<file path="src/rtl/pot_scan_pkg.sv">
// Shared constants for the pot scan controller: FSM state codes, slot count,
// slot-to-A2D-channel table and pot reset values.
package pot_scan_pkg;

    localparam int unsigned STATE_W   = 3;
    localparam int unsigned SLOT_W    = 3;
    localparam int unsigned CHNNL_W   = 3;
    localparam int unsigned POT_W     = 12;
    localparam int unsigned NUM_SLOTS = 6;

    localparam logic [STATE_W-1:0] ST_IDLE  = 3'd0;
    localparam logic [STATE_W-1:0] ST_GAP   = 3'd1;
    localparam logic [STATE_W-1:0] ST_START = 3'd2;
    localparam logic [STATE_W-1:0] ST_WAIT  = 3'd3;
    localparam logic [STATE_W-1:0] ST_CAPT  = 3'd4;

    localparam logic [SLOT_W-1:0] SLOT_FIRST = 3'd0;
    localparam logic [SLOT_W-1:0] SLOT_LAST  = SLOT_W'(NUM_SLOTS - 1);

    // Unity band gain for the EQ bands, mute for volume
    localparam logic [POT_W-1:0] POT_RST_BAND = 12'h800;
    localparam logic [POT_W-1:0] POT_RST_VOL  = 12'h000;

    // Slot order LP, B1, B2, B3, HP, VOL mapped onto the A2D mux channels
    function automatic logic [CHNNL_W-1:0] slot_chnnl(input logic [SLOT_W-1:0] slot);
        logic [CHNNL_W-1:0] ch;
        case (slot)
            3'd0:    ch = 3'd1;
            3'd1:    ch = 3'd0;
            3'd2:    ch = 3'd4;
            3'd3:    ch = 3'd2;
            3'd4:    ch = 3'd3;
            3'd5:    ch = 3'd7;
            default: ch = 3'd1;
        endcase
        return ch;
    endfunction

    function automatic logic [POT_W-1:0] pot_rst_val(input logic [SLOT_W-1:0] slot);
        return (slot == SLOT_LAST) ? POT_RST_VOL : POT_RST_BAND;
    endfunction

endpackage

</file>
<file path="src/rtl/pot_scan_ctrl.sv">
// Round-robin A2D scanner for the six equalizer pots.
// Optional build macro POT_SMOOTH_EN: pot registers take the rounded average
// of old value and new sample instead of the raw sample.
module pot_scan_ctrl
    import pot_scan_pkg::*;
#(
    parameter int unsigned GAP_CYC = 8,
    parameter int unsigned TMO_CYC = 1023
) (
    input  logic        clk,
    input  logic        rst_n,
    input  logic        scan_en,
    output logic        strt_cnv,
    output logic [2:0]  chnnl,
    input  logic        cnv_cmplt,
    input  logic [11:0] res,
    output logic [11:0] LP_pot,
    output logic [11:0] B1_pot,
    output logic [11:0] B2_pot,
    output logic [11:0] B3_pot,
    output logic [11:0] HP_pot,
    output logic [11:0] VOL_pot,
    output logic        scan_done,
    output logic        tmo_err
);

    localparam int unsigned GAP_W = 8;
    localparam int unsigned TMO_W = 12;

    logic [STATE_W-1:0] state, state_nxt;
    logic [SLOT_W-1:0]  slot, slot_nxt;
    logic [GAP_W-1:0]   gap_cnt, gap_cnt_nxt;
    logic [TMO_W-1:0]   tmo_cnt, tmo_cnt_nxt;
    logic [POT_W-1:0]   cap;
    logic [POT_W-1:0]   pot [NUM_SLOTS];
    logic [POT_W-1:0]   pot_upd;
    logic               cap_ld, pot_wr, tmo_hit, conv_end;

    // Next-state, counter and strobe decode
    always_comb begin
        state_nxt   = state;
        slot_nxt    = slot;
        gap_cnt_nxt = gap_cnt;
        tmo_cnt_nxt = tmo_cnt;
        cap_ld      = 1'b0;
        pot_wr      = 1'b0;
        tmo_hit     = 1'b0;
        conv_end    = 1'b0;
        case (state)
            ST_IDLE: begin
                if (scan_en) begin
                    state_nxt   = ST_GAP;
                    gap_cnt_nxt = '0;
                end
            end
            ST_GAP: begin
                if (gap_cnt == GAP_W'(GAP_CYC - 1)) begin
                    state_nxt   = ST_START;
                    gap_cnt_nxt = '0;
                end else begin
                    gap_cnt_nxt = gap_cnt + GAP_W'(1);
                end
            end
            ST_START: begin
                state_nxt   = ST_WAIT;
                tmo_cnt_nxt = '0;
            end
            ST_WAIT: begin
                if (cnv_cmplt) begin
                    cap_ld      = 1'b1;
                    state_nxt   = ST_CAPT;
                    tmo_cnt_nxt = '0;
                end else if (tmo_cnt == TMO_W'(TMO_CYC - 1)) begin
                    tmo_hit  = 1'b1;
                    conv_end = 1'b1;
                end else begin
                    tmo_cnt_nxt = tmo_cnt + TMO_W'(1);
                end
            end
            ST_CAPT: begin
                pot_wr   = 1'b1;
                conv_end = 1'b1;
            end
            default: state_nxt = ST_IDLE;
        endcase
        // A finished (or timed-out) conversion advances the slot; scan_en decides GAP vs IDLE
        if (conv_end) begin
            slot_nxt    = (slot == SLOT_LAST) ? SLOT_FIRST : slot + SLOT_W'(1);
            state_nxt   = scan_en ? ST_GAP : ST_IDLE;
            gap_cnt_nxt = '0;
            tmo_cnt_nxt = '0;
        end
    end

    // FSM, counters and registered control outputs
    always_ff @(posedge clk) begin
        if (!rst_n) begin
            state     <= ST_IDLE;
            slot      <= SLOT_FIRST;
            gap_cnt   <= '0;
            tmo_cnt   <= '0;
            cap       <= '0;
            strt_cnv  <= 1'b0;
            chnnl     <= slot_chnnl(SLOT_FIRST);
            scan_done <= 1'b0;
            tmo_err   <= 1'b0;
        end else begin
            state     <= state_nxt;
            slot      <= slot_nxt;
            gap_cnt   <= gap_cnt_nxt;
            tmo_cnt   <= tmo_cnt_nxt;
            strt_cnv  <= (state_nxt == ST_START);
            chnnl     <= slot_chnnl(slot_nxt);
            scan_done <= conv_end && (slot == SLOT_LAST);
            if (tmo_hit) begin
                tmo_err <= 1'b1;
            end
            if (cap_ld) begin
                cap <= res;
            end
        end
    end

`ifdef POT_SMOOTH_EN
    logic [POT_W:0] smooth_sum;
    // Rounded average of old pot value and new sample, one extra bit for the carry
    assign smooth_sum = (POT_W+1)'(pot[slot]) + (POT_W+1)'(cap) + (POT_W+1)'(1);
    assign pot_upd    = POT_W'(smooth_sum >> 1);
`else
    assign pot_upd = cap;
`endif

    // Pot registers, written only from CAPT so a timeout leaves them untouched
    always_ff @(posedge clk) begin
        if (!rst_n) begin
            for (int i = 0; i < NUM_SLOTS; i++) begin
                pot[i] <= pot_rst_val(SLOT_W'(i));
            end
        end else if (pot_wr) begin
            pot[slot] <= pot_upd;
        end
    end

    assign LP_pot  = pot[0];
    assign B1_pot  = pot[1];
    assign B2_pot  = pot[2];
    assign B3_pot  = pot[3];
    assign HP_pot  = pot[4];
    assign VOL_pot = pot[5];

endmodule

</file>
<file path="config.mk">
export PLATFORM = sky130hd
export DESIGN_NAME = pot_scan_ctrl
export DESIGN_NICKNAME = d
export VERILOG_FILES = /design/src/rtl/pot_scan_pkg.sv /design/src/rtl/pot_scan_ctrl.sv
export SDC_FILE = /design/constraint.sdc
export NUM_CORES = 1
export LEC_CHECK = 0
export BUFFER_PORTS_ARGS = -buffer_cell sky130_fd_sc_hd__buf_2
export CAP_MARGIN = 15
export CORE_MARGIN = 3
export CORE_UTILIZATION = 49
export DETAILED_ROUTE_END_ITERATION = 8
export PLACE_DENSITY = 0.76
export SLEW_MARGIN = 20
export SYNTH_ARGS = -nofsm -noshare
export SYNTH_HDL_FRONTEND = slang
export SYNTH_SLANG_ARGS = --single-unit
</file>
<file path="constraint.sdc">
create_clock -name clk -period 2.7 [get_ports clk]
set_clock_uncertainty 0.2 [all_clocks]
set_input_delay 0.27 -clock clk [delete_from_list [all_inputs] [get_ports clk]]
set_output_delay 0.27 -clock clk [all_outputs]
set_load 0.005 [all_outputs]
</file>
## Word-level counts from Yosys, hierarchy flattened

Memory sizes are Yosys's and may differ from the RTL's.
Index checks and enable logic that the tools add are counted.
W data, S select, Z words.

| storage, ports and cells | value |
|---|---|
| register bits after elaboration | 44 |
| memory bits (writable) | 72 |
| input port bits | 16 |
| output and inout port bits | 78 |
| word-level logic and storage cells | 66 |
| memories kept | 1 |

Memory list:

| memory | depth | bits a word | read ports | clocked after Yosys merged registers in | write ports | line | source |
|---|---|---|---|---|---|---|---|
| pot | 6 | 12 | 6 | 0 | 6 | pot_scan_ctrl.sv:35 | `logic [POT_W-1:0] pot [NUM_SLOTS];` |

| cells by class | value |
|---|---|
| $add $sub $neg | 3 |
| equal/unequal tests | 15 |
| mux-type cells | 29 |
| bitwise operators | 1 |
| reductions and logical operators | 8 |

Operators by type and width:

| operator | count |
|---|---|
| $mux W12 | 3 |
| $pmux W3 S5 | 2 |
| $pmux W12 S2 | 1 |
| $mux W3 | 7 |
| $mux W8 | 2 |
| $pmux W8 S2 | 1 |
| $eq A3 B2 Y1 const B | 5 |
| $add A12 B1 Y12 const B | 1 |
| $eq A12 B10 Y1 const B | 1 |
| $eq A3 B3 Y1 const B | 4 |
| $mux W1 | 12 |
| $reduce_or A12 Y1 | 1 |
| $add A8 B1 Y8 const B | 1 |
| $eq A8 B3 Y1 const B | 1 |
| $eq A3 B1 Y1 const B | 2 |
| $reduce_and A2 Y1 | 2 |
| $reduce_bool A2 Y1 | 2 |
| $add A3 B1 Y3 const B | 1 |
| $logic_not A3 Y1 | 1 |
| $ne A3 B3 Y1 const B | 1 |
| $ne A2 B2 Y1 const B | 1 |
| $pmux W1 S2 | 1 |
| $reduce_or A2 Y1 | 1 |
| $logic_and A1 B1 Y1 | 1 |
| $not A1 Y1 | 1 |

## Longest topological paths before layout

Gate-level depths: netlist of the first run.

| logic depth | value |
|---|---|
| word-level depth | 7 |
| gate-level depth with buffers | 8 |
| gate-level depth less buffers | 7 |

## Least setup slack after synthesis of the first run

Ideal clock, no wire load.

| path | value |
|---|---|
| kind | reg2reg |
| from | register state[1] |
| to | memory pot[5][0] (enable) |
| setup time | 0.398 ns |
| arrival time | 1.624 ns |
| required time | 2.102 ns |
| path slack | 0.478 ns |
| cell stages (with the launch flop) | 5 |
| path buffers | 1 |
| clock period less this slack | 2.222 ns |
| cell sequence | dfxtp_1 > buf_2 > nor2_1 > nand2_1 > o21ai_0 |

RTL lines:

| item | line | source |
|---|---|---|
| start, declared | pot_scan_ctrl.sv:30 | `logic [STATE_W-1:0] state, state_nxt;` |
| start signal, assigned | pot_scan_ctrl.sv:108 | `state <= state_nxt;` |
| end, declared | pot_scan_ctrl.sv:35 |  |

## Worst setup path in the final report of the first run

| path | value |
|---|---|
| from | input cnv_cmplt |
| to | register tmo_cnt[7] |

| on the way | value |
|---|---|
| longest elaborated chain between the ends | 3 |
| elaborated cells on any way between the ends | 7 |
| classes of those cells | 1 x eq/ne; 4 x mux; 2 x reduce/logical |

RTL lines:

| item | line | source |
|---|---|---|
| start, declared | pot_scan_ctrl.sv:15 | `input logic cnv_cmplt,` |
| $mux W1 | pot_scan_ctrl.sv:69 | `if (cnv_cmplt) begin` |
| $pmux W1 S2 | pot_scan_ctrl.sv:49 | `case (state)` |
| $reduce_or A2 Y1 (no source line) | - |  |
| end signal, assigned | pot_scan_ctrl.sv:111 | `tmo_cnt <= tmo_cnt_nxt;` |
| end, declared | pot_scan_ctrl.sv:33 | `logic [TMO_W-1:0] tmo_cnt, tmo_cnt_nxt;` |

Parallel ways exist; a longest one is shown, timed or not.
A chain may end at the register's enable or synchronous reset.

==> results of run 1 <==
## registers in the layout, indices dropped and copies added, names as in the netlist
signal     cells
tmo_err        1
gap_cnt        8
cap           12
slot           3
scan_done      1
strt_cnv       1
state          3
chnnl          3
pot           72
tmo_cnt       12
## kinds of logic (layout without fill, tap and decap cells)
group,Yosys count,count (layout)
adder cells (fa/ha/maj),3,3
XOR/XNOR,9,9
flip-flops,116,116
buffers and inverters,25,154
multiplexers,3,3
AND/OR/NAND/NOR,210,210
AO/OA/AOI/OAI,43,43
## worst max path at each step
stage / end / slack, ns
4_1_cts: tmo_cnt[7] / 0.32
6_report: tmo_cnt[7] / 0.31
3_5_place_dp: tmo_cnt[7] / 0.33
2_1_floorplan: pot[5][0] / 0.48
3_3_place_gp: tmo_cnt[5] / 0.39
5_1_grt: pot[1][2] / 0.21
## where the power goes
part | internal (mW) | switching (mW)
logic | 0.0615 | 0.0812
registers | 1.91 | 0.0114
clock network | 1.42 | 0.797
## layout make-up
cell class,count,area (um^2)
tap,129,161
clock buffer,18,418
fill,690,3210
clock inverter,14,176
sequential,116,3040
multi-input combinational,268,1660
inverter,4,15.0
timing repair buffer,118,691
## stage by stage
step / instances / instance area [um^2] / worst slack, ns / util, %
2_1_floorplan: 409 / 4800 / 0.478 / -
3_3_place_gp: 620 / 5420 / 0.386 / 57.8
3_5_place_dp: 620 / 5420 / 0.326 / 57.8
4_1_cts: 667 / 6160 / 0.323 / 65.7
5_1_grt: 667 / 6160 / 0.205 / 65.7
6_report: 667 / 6160 / 0.314 / 65.7
## critical path, cell delays in order
cell           delay, ns
dlygate4sd3_1       0.52
buf_2               0.16
or3b_1              0.37
or4_4               0.60
o211ai_2            0.21
nor2b_1             0.13
a211o_1             0.31
## metal layers
layer,up-vias,GRT usage [%]
met5,-,0
met4,0,9.09
met3,24,5.81
met2,120,29.6
met1,1619,23.7
li1,1692,-
## cells in the mapped netlist (all sizes together), types with 7 or more instances
| cell type | count | area share, % |
|---|---|---|
| nand2b | 12 | 1.6 |
| clkbuf | 18 | 1.4 |
| a21boi | 14 | 2.2 |
| edfxtp | 72 | 45 |
| a21oi | 7 | 0.73 |
| and2 | 57 | 7.4 |
| xnor2 | 9 | 1.6 |
| nand2 | 41 | 3.4 |
| nand3 | 10 | 1.0 |
| dfxtp | 44 | 18 |
| nor2 | 25 | 2.0 |
| and3 | 19 | 2.5 |
## repair_timing
item	4_1_cts	5_1_grt
setup buffers	0	0
hold buffers	15	0
endpoints found under the hold margin	20	0
==> results.cfg, run 1 <==
[global_route]
grt_use_total_pct = 18.8
gr-total-overflow = 0
grt_pass1_vias = 3320
grt_pass1_wl_mm = 16.1
antenna_found_initial = 0
grt_start_max_net_pins = 35

[min_path]
hold_class = reg -> reg
min_delay_path_depth = 2
holdPathEnd = tmo_err
worstHoldStart = tmo_err

[yosys]
synth_compound_area_share_pct = 6.44
ys_types = 48
postSynthCellCount = 409
synth_edf_count = 72
synthSimpleGateAreaFrac_pct = 25.0
syn-num-nets = 428
seq_area_frac_synth_pct = 63.4
yosysWarnings = 0
synth_xor_area_share_pct = 1.64
netlist_area_um2 = 4800
synthMuxAreaShare_pct = 0.626
ys_ff_latch = 116
synth_fa_ha_area_share_pct = 0.782
async_flop_share_pct = 0
synth_top_family_by_area = simple AND/OR/NAND/NOR gates
synthFlopType = edfxtp_1
synth_area_per_cell_um2 = 11.7

[setup_path]
cp.required_ns = 2.89
r2r-start = tmo_cnt[9]
reg2reg_slack_ns = 0.40
r2r-end = tmo_cnt[7]
crit_type = in -> reg
cp-end-kind = register
worstSetupStartpoint = cnv_cmplt
start_kind = primary input
crit_fanout = 11
arrival_ns = 2.58
r2r_cells = 5

[sta]
rsz0062_at_grt = false
fin_crit_sh_pct = 88.4
tightest_slew_ns = 0.597
fin_crit_ns = 2.39
holdWs_ns = 0.270
slew_viol_final = 0
fmax_ghz = 0.419
finalSetupViolCount = 0
finalSetupTns_ns = 0
final_hold_viol_count = 0
slew-limit-headroom_pct = 60.2

[routing]
dr.max_layer_used = met4
drtIter0Drc = 203
drc = 0
firstDrtPassIters = 4
drt-wirelength-per-cell_um = 15.2
wl_met3_um = 584
final_antenna_net_count = 0
routed_wl_mm = 10.1
wl_met2_mm = 4.75
drt-met1-wl_mm = 4.49
via_per_inst = 5.18
route.vias.total = 3455

[final_layout]
drive_above_1_share_pct = 26.4
mostFrequentLayoutCells = buf_2 (93), edfxtp_1 (72), and2_1 (57)
layout_commonest_cell = buf_2
finalNetCount = 544
area_growth_syn_to_layout_pct = 28.4
antenna_cells = 0

[cts]
clk_pin_slew_worst_paths_ns = 0.05
cts_tree = built
cts-htree-levels = 4
cts_made_buffers = 17
cts_resized = 0
clock_sinks = 116
clockBufferDepth = 2
cts-root-buf = clkbuf_8
clk_latency_ns = 0.51

[floorplan]
core_area_um2 = 9370
io_pins = 94
core.rowCount = 35
die_h_um = 105
start_util_pct = 51.2
die-area_um2 = 11000
die_x_um = 105

[place]
io_buffers = 93
hpwlAfterDp_mm = 6.83
gp_congestion = 0.863

[flow_run]
drv_cap = 0

[power_and_ir_drop]
ir_worst_vdd_uv = 345
leakage_nw = 2.49
p_per_area_nw_per_um2 = 695
total_power_mw = 4.28

[outcome]
status = finished clean
No activity file was read; power rests on OpenSTA's default activity.
==> run 2, diff against run 1 <==
- ABC_AREA: unset -> 1
==> run 2 against run 1 <==
- area after synthesis fell by 1.7%
- first-iteration DRC count increased by 37%
- synthesized cell count up 16%
- sequential power barely moved
- critical path depth rose by 2
- setup slack gained 0.13 ns
- largest power group unchanged
- highest routed layer unchanged
==> results.cfg, run 2 <==
[yosys]
yosysMostFrequentCell = nor2_1
ys_types = 32
async_flop_share_pct = 0
seq_area_frac_synth_pct = 64.5
postSynthCellCount = 474
synth_common_cells = nor2_1 (100), edfxtp_1 (72), nand2_1 (66)
synth.area.top_cells = edfxtp_1 (46%), dfxtp_1 (19%), nor2_1 (8.0%)
post-synth-top-area-cell = edfxtp_1
synth_edf_count = 72
yosysWarnings = 0
ys_ff_latch = 116
yosys.area.top_type_share_pct = 45.8
synth_area_per_cell_um2 = 9.95
syn-num-nets = 493
netlist_area_um2 = 4720
synthFlopType = edfxtp_1

[cts]
clk_latency_ns = 0.51
post-cts-setup-buffer-count = 0
clockBufferDepth = 2
clock_sinks = 116
cts_made_buffers = 17
cts-root-buf = clkbuf_8
hold_buffers = 15
cts_tree = built
cts_resized = 0
clk_pin_slew_worst_paths_ns = 0.06
cts-htree-levels = 4

[routing]
drc = 0
route.vias.total = 3723
final_antenna_net_count = 0
firstDrtPassIters = 4
drtIter0Drc = 278
drt-wirelength-per-cell_um = 15.4
via_per_inst = 5.08
routed_wl_mm = 11.3

[global_route]
grt_start_max_net_pins = 26
gr-total-overflow = 0
grt_pass1_vias = 3764
grt_use_total_pct = 21.7
grt_pass1_wl_mm = 18.4
antenna_found_initial = 0

[final_layout]
nFillCells = 752
register_area_um2 = 3040
largest-register = pot
reg.largest.list = pot x72, cap x12, tmo_cnt x12
largest_reg_flops = 72
final_cell_count_no_fill = 733
multi_input_area_um2 = 1390
finalNetCount = 611
layout_commonest_cell = nor2_1
area_growth_syn_to_layout_pct = 27.9
antenna_cells = 0
mostFrequentLayoutCells = nor2_1 (100), buf_2 (93), edfxtp_1 (72)
drive_above_1_share_pct = 26.3

[sta]
holdWs_ns = 0.255
final_hold_viol_count = 0
tightest_slew_ns = 0.682
fin_crit_sh_pct = 83.6
rsz0062_at_grt = false
finalSetupTns_ns = 0
fin_crit_ns = 2.26
slew-limit-headroom_pct = 54.5
finalSetupViolCount = 0
slew_viol_final = 0
fmax_ghz = 0.443

[place]
place_inst = 687
io_buffers = 93
hpwlAfterDp_mm = 7.50
gp_congestion = 0.887

[power_and_ir_drop]
switchingPower_uw = 905
total_power_mw = 4.19
ir_worst_vdd_uv = 402
pwr-share-clk_pct = 50.6
p_int_mw = 3.29
p_sw_share_pct = 21.6
p_seq_share_pct = 46.0
pwr-share-comb_pct = 3.4
leakage_nw = 2.33
p_per_area_nw_per_um2 = 696

[setup_path]
critPathSlowestCell = nand2_1
cp_cell_sequence = nor2_1, nand2_2, nor2_2, inv_2, nor2_2, inv_2, nor2_2, inv_2, nand2_1
crit_buf_inv = 3
worstSetupStartpoint = state[1]
arrival_ns = 2.21
start_kind = register
crit_fanout = 15
crit_type = reg -> reg
crit_path_end = pot[2][10]
cp-end-kind = register
reg2reg_slack_ns = 0.44
cp.required_ns = 2.65
cpLargestDelayFamily = simple AND/OR/NAND/NOR gates
path_depth = 9
r2r-end = pot[2][10]
r2r_cells = 9
cp_slowest_stage_delay_ns = 0.38
r2r-start = state[1]

[floorplan]
die-area_um2 = 10800
core.rowCount = 35
die_h_um = 104
die_x_um = 104
io_pins = 94
start_util_pct = 50.8
core_area_um2 = 9280

[min_path]
min_delay_path_depth = 2
hold_class = reg -> reg

[flow_run]
drv_cap = 0

[outcome]
status = finished clean
==> run 2: changes by cell type in the layout (fill, tap and decap cells not counted), sizes merged, moves of 20 or more <==
cell	change
nand2	+29
nor2	+83
inv	+52
a21oi	+20
and2	-57
o21ai	+20
==> run 2: worst min-delay path by stage <==
stage	startpoint	to	slack, ns
floorplan	tmo_err	tmo_err	0.25
global placement	tmo_err	tmo_err	0.25
finish	tmo_err	tmo_err	0.25
global route	tmo_err	tmo_err	0.29
CTS	tmo_err	tmo_err	0.26
detailed placement	tmo_err	tmo_err	0.25
==> run 2: layer usage <==
| metal | share of wire [%] | global-route usage [%] | vias to the layer above |
|---|---|---|---|
| met5 | 0 | 0 | - |
| met1 | 41 | 25.8 | 1741 |
| met2 | 50 | 38.1 | 160 |
| met3 | 7.0 | 5.65 | 19 |
| li1 | - | - | 1803 |
| met4 | 1.6 | 7.79 | 0 |
==> run 2: layout make-up <==
class / instances / area share, %
clock buffers: 17 / 6.87
repair buffers: 113 / 10.8
multi-input cells: 287 / 23.1
clock inverters: 14 / 2.55
flip-flops and latches: 116 / 50.5
well taps: 129 / 2.68
inverters: 57 / 3.55
==> run 2: logic make-up after synthesis <==
group / Yosys count / share of synthesized area, %
DFF: 116 / 64.5
and+or+nand+nor: 224 / 21.6
AOI/OAI and AO/OA: 58 / 6.77
buffers and inverters: 71 / 5.97
adders and majority gates: 3 / 0.796
xor gates and xnor gates: 2 / 0.372
==> run 2: worst register-to-register path, stage by stage, from the launching register on <==
cell     delay, ns
dfxtp_1       0.34
nor2_1        0.17
nand2_2       0.15
nor2_2        0.12
inv_2         0.13
nor2_2        0.12
inv_2         0.06
nor2_2        0.12
inv_2         0.11
nand2_1       0.38
==> run 2: per-stage QoR <==
stage / cell area, um^2 / utilization, % / setup slack (ns)
detailed placement: 5310 / 57.2 / 0.459
global placement: 5310 / 57.2 / 0.556
global route: 6030 / 65.0 / 0.237
finish: 6030 / 65.0 / 0.441
floorplan: 4720 / - / 0.461
CTS: 6030 / 65.0 / 0.447
==> run 2: power by group through the flow <==
stage / Sequential, mW / Clock (mW) / Combinational, mW
after floorplan: 1.97 / 0 / 0.0525
after global placement: 1.96 / 0 / 0.123
after detailed placement: 1.97 / 0 / 0.126
after CTS: 1.93 / 2.14 / 0.144
after global routing: 1.93 / 2.23 / 0.160
final: 1.93 / 2.12 / 0.144
==> run 3, diff against run 2 <==
- clock period: 2.7 -> 2.3 ns (I/O delays scaled with it)
==> run 3 against run 2 <==
- sequential cell count did not move
- clock power rose by 11%
- final cell count rose by 0.14%
- register-to-register slack got worse by 0.27 ns
- largest power group unchanged
==> results.cfg, run 3 (same netlist as run 2, synthesis figures left out) <==
[setup_path]
crit_type = reg -> reg
cpLargestDelayFamily = simple AND/OR/NAND/NOR gates
cp.required_ns = 2.25
critPathSlowestCell = nand2_1
crit_fanout = 12
cp_cell_sequence = nor2_1, nand2_2, nor2_2, inv_2, nor3_2, inv_2, nand2_1
start_kind = register
cp-end-kind = register
cp_common_cell = inv_2
crit_buf_inv = 2
cp_slowest_stage_delay_ns = 0.39
arrival_ns = 2.08

[final_layout]
mostFrequentLayoutCells = nor2_1 (100), buf_2 (93), edfxtp_1 (72)
layout_commonest_cell = nor2_1
area_growth_syn_to_layout_pct = 27.7
reg.largest.list = pot x72, cap x12, tmo_cnt x12
final_cell_count_no_fill = 734
largest_reg_flops = 72
finalCoreUtilization_pct = 64.9
antenna_cells = 0
largest-register = pot
finalNetCount = 612
drive_above_1_share_pct = 26.9

[routing]
route.vias.total = 3621
drt-wirelength-per-cell_um = 13.8
drc = 0
final_antenna_net_count = 0
routed_wl_mm = 10.1
via_per_inst = 4.93
drtIter0Drc = 260
firstDrtPassIters = 6

[cts]
clk_latency_ns = 0.51
clockBufferDepth = 2
cts_tree = built
clock_sinks = 116
post-cts-setup-buffer-count = 0
cts-root-buf = clkbuf_8
cts-htree-levels = 4
clk_pin_slew_worst_paths_ns = 0.06
cts_made_buffers = 17

[global_route]
grt_use_total_pct = 19.3
grt_pass1_vias = 3465
grt_start_max_net_pins = 26
grt_pass1_wl_mm = 16.5
gr-total-overflow = 0
antenna_found_initial = 0

[power_and_ir_drop]
ir_worst_vdd_uv = 460
p_per_area_nw_per_um2 = 795
leakage_nw = 2.32

[floorplan]
die_x_um = 104
io_pins = 94
core_area_um2 = 9280
start_util_pct = 50.8
die-area_um2 = 10800
core.rowCount = 35
die_h_um = 104

[sta]
fin_crit_ns = 2.13
finalSetupViolCount = 0
slew-limit-headroom_pct = 54.1
final_hold_viol_count = 0
fmax_ghz = 0.470
tightest_slew_ns = 0.687
slew_viol_final = 0
rsz0062_at_grt = false
finalSetupTns_ns = 0
setup_slack_ns = 0.171
fin_crit_sh_pct = 92.6

[place]
io_buffers = 93
hpwlAfterDp_mm = 7.27
gp_congestion = 0.906
place_inst = 688
dp_worst_setup_slack_ns = 0.153

[outcome]
status = finished clean

[min_path]
hold_class = reg -> reg

[flow_run]
drv_cap = 0
run 3: per-stage QoR:
step	hold WS, ns	total power [mW]	area [um^2]
floorplan	0.211	2.37	4720
global placement	0.248	2.45	5320
detailed placement	0.245	2.45	5320
CTS	0.255	4.82	6010
global route	0.292	4.95	6020
finish	0.253	4.79	6020
run 3: power by group:
group / internal (mW) / switching (mW) / leakage (nW)
Clock: 1.43 / 0.926 / 0.265
Sequential: 2.25 / 0.0159 / 1.08
Combinational: 0.0712 / 0.0951 / 0.981
run 3: layout make-up:
cell class,instances,area (um^2)
inverters,57,214
repair buffers,114,661
fillers,732,3260
well taps,129,161
multi-input cells,287,1400
flip-flops and latches,116,3040
clock inverters,14,130
clock buffers,17,414
run 3: layer usage:
layer | routed length, um | GRT usage (%)
met4 | 102 | 6.74
met3 | 714 | 6.21
met5 | 0 | 0
met1 | 4190 | 22.5
met2 | 5130 | 33.4
run 3: repair_timing:
item | 4_1_cts | 5_1_grt
setup endpoints to repair | 0 | 36
endpoints found under the hold margin | 20 | 0
resized for setup | 0 | 3
hold buffers | 15 | 0
run 3: worst min-delay path, cell delays in order (launching register included):
cell	delay, ns
dfxtp_1	0.30
inv_1	0.05
a21oi_1	0.05
run 3: path summary, 6_finish.rpt:
check | from | endpoint | slack, ns | cells after the start
worst max-delay path | state[0] | pot[1][5] | 0.17 | 7
worst min-delay path | tmo_err | tmo_err | 0.25 | 2
worst max register to register | state[0] | pot[1][5] | 0.17 | 7
worst min register to register | tmo_err | tmo_err | 0.25 | 2
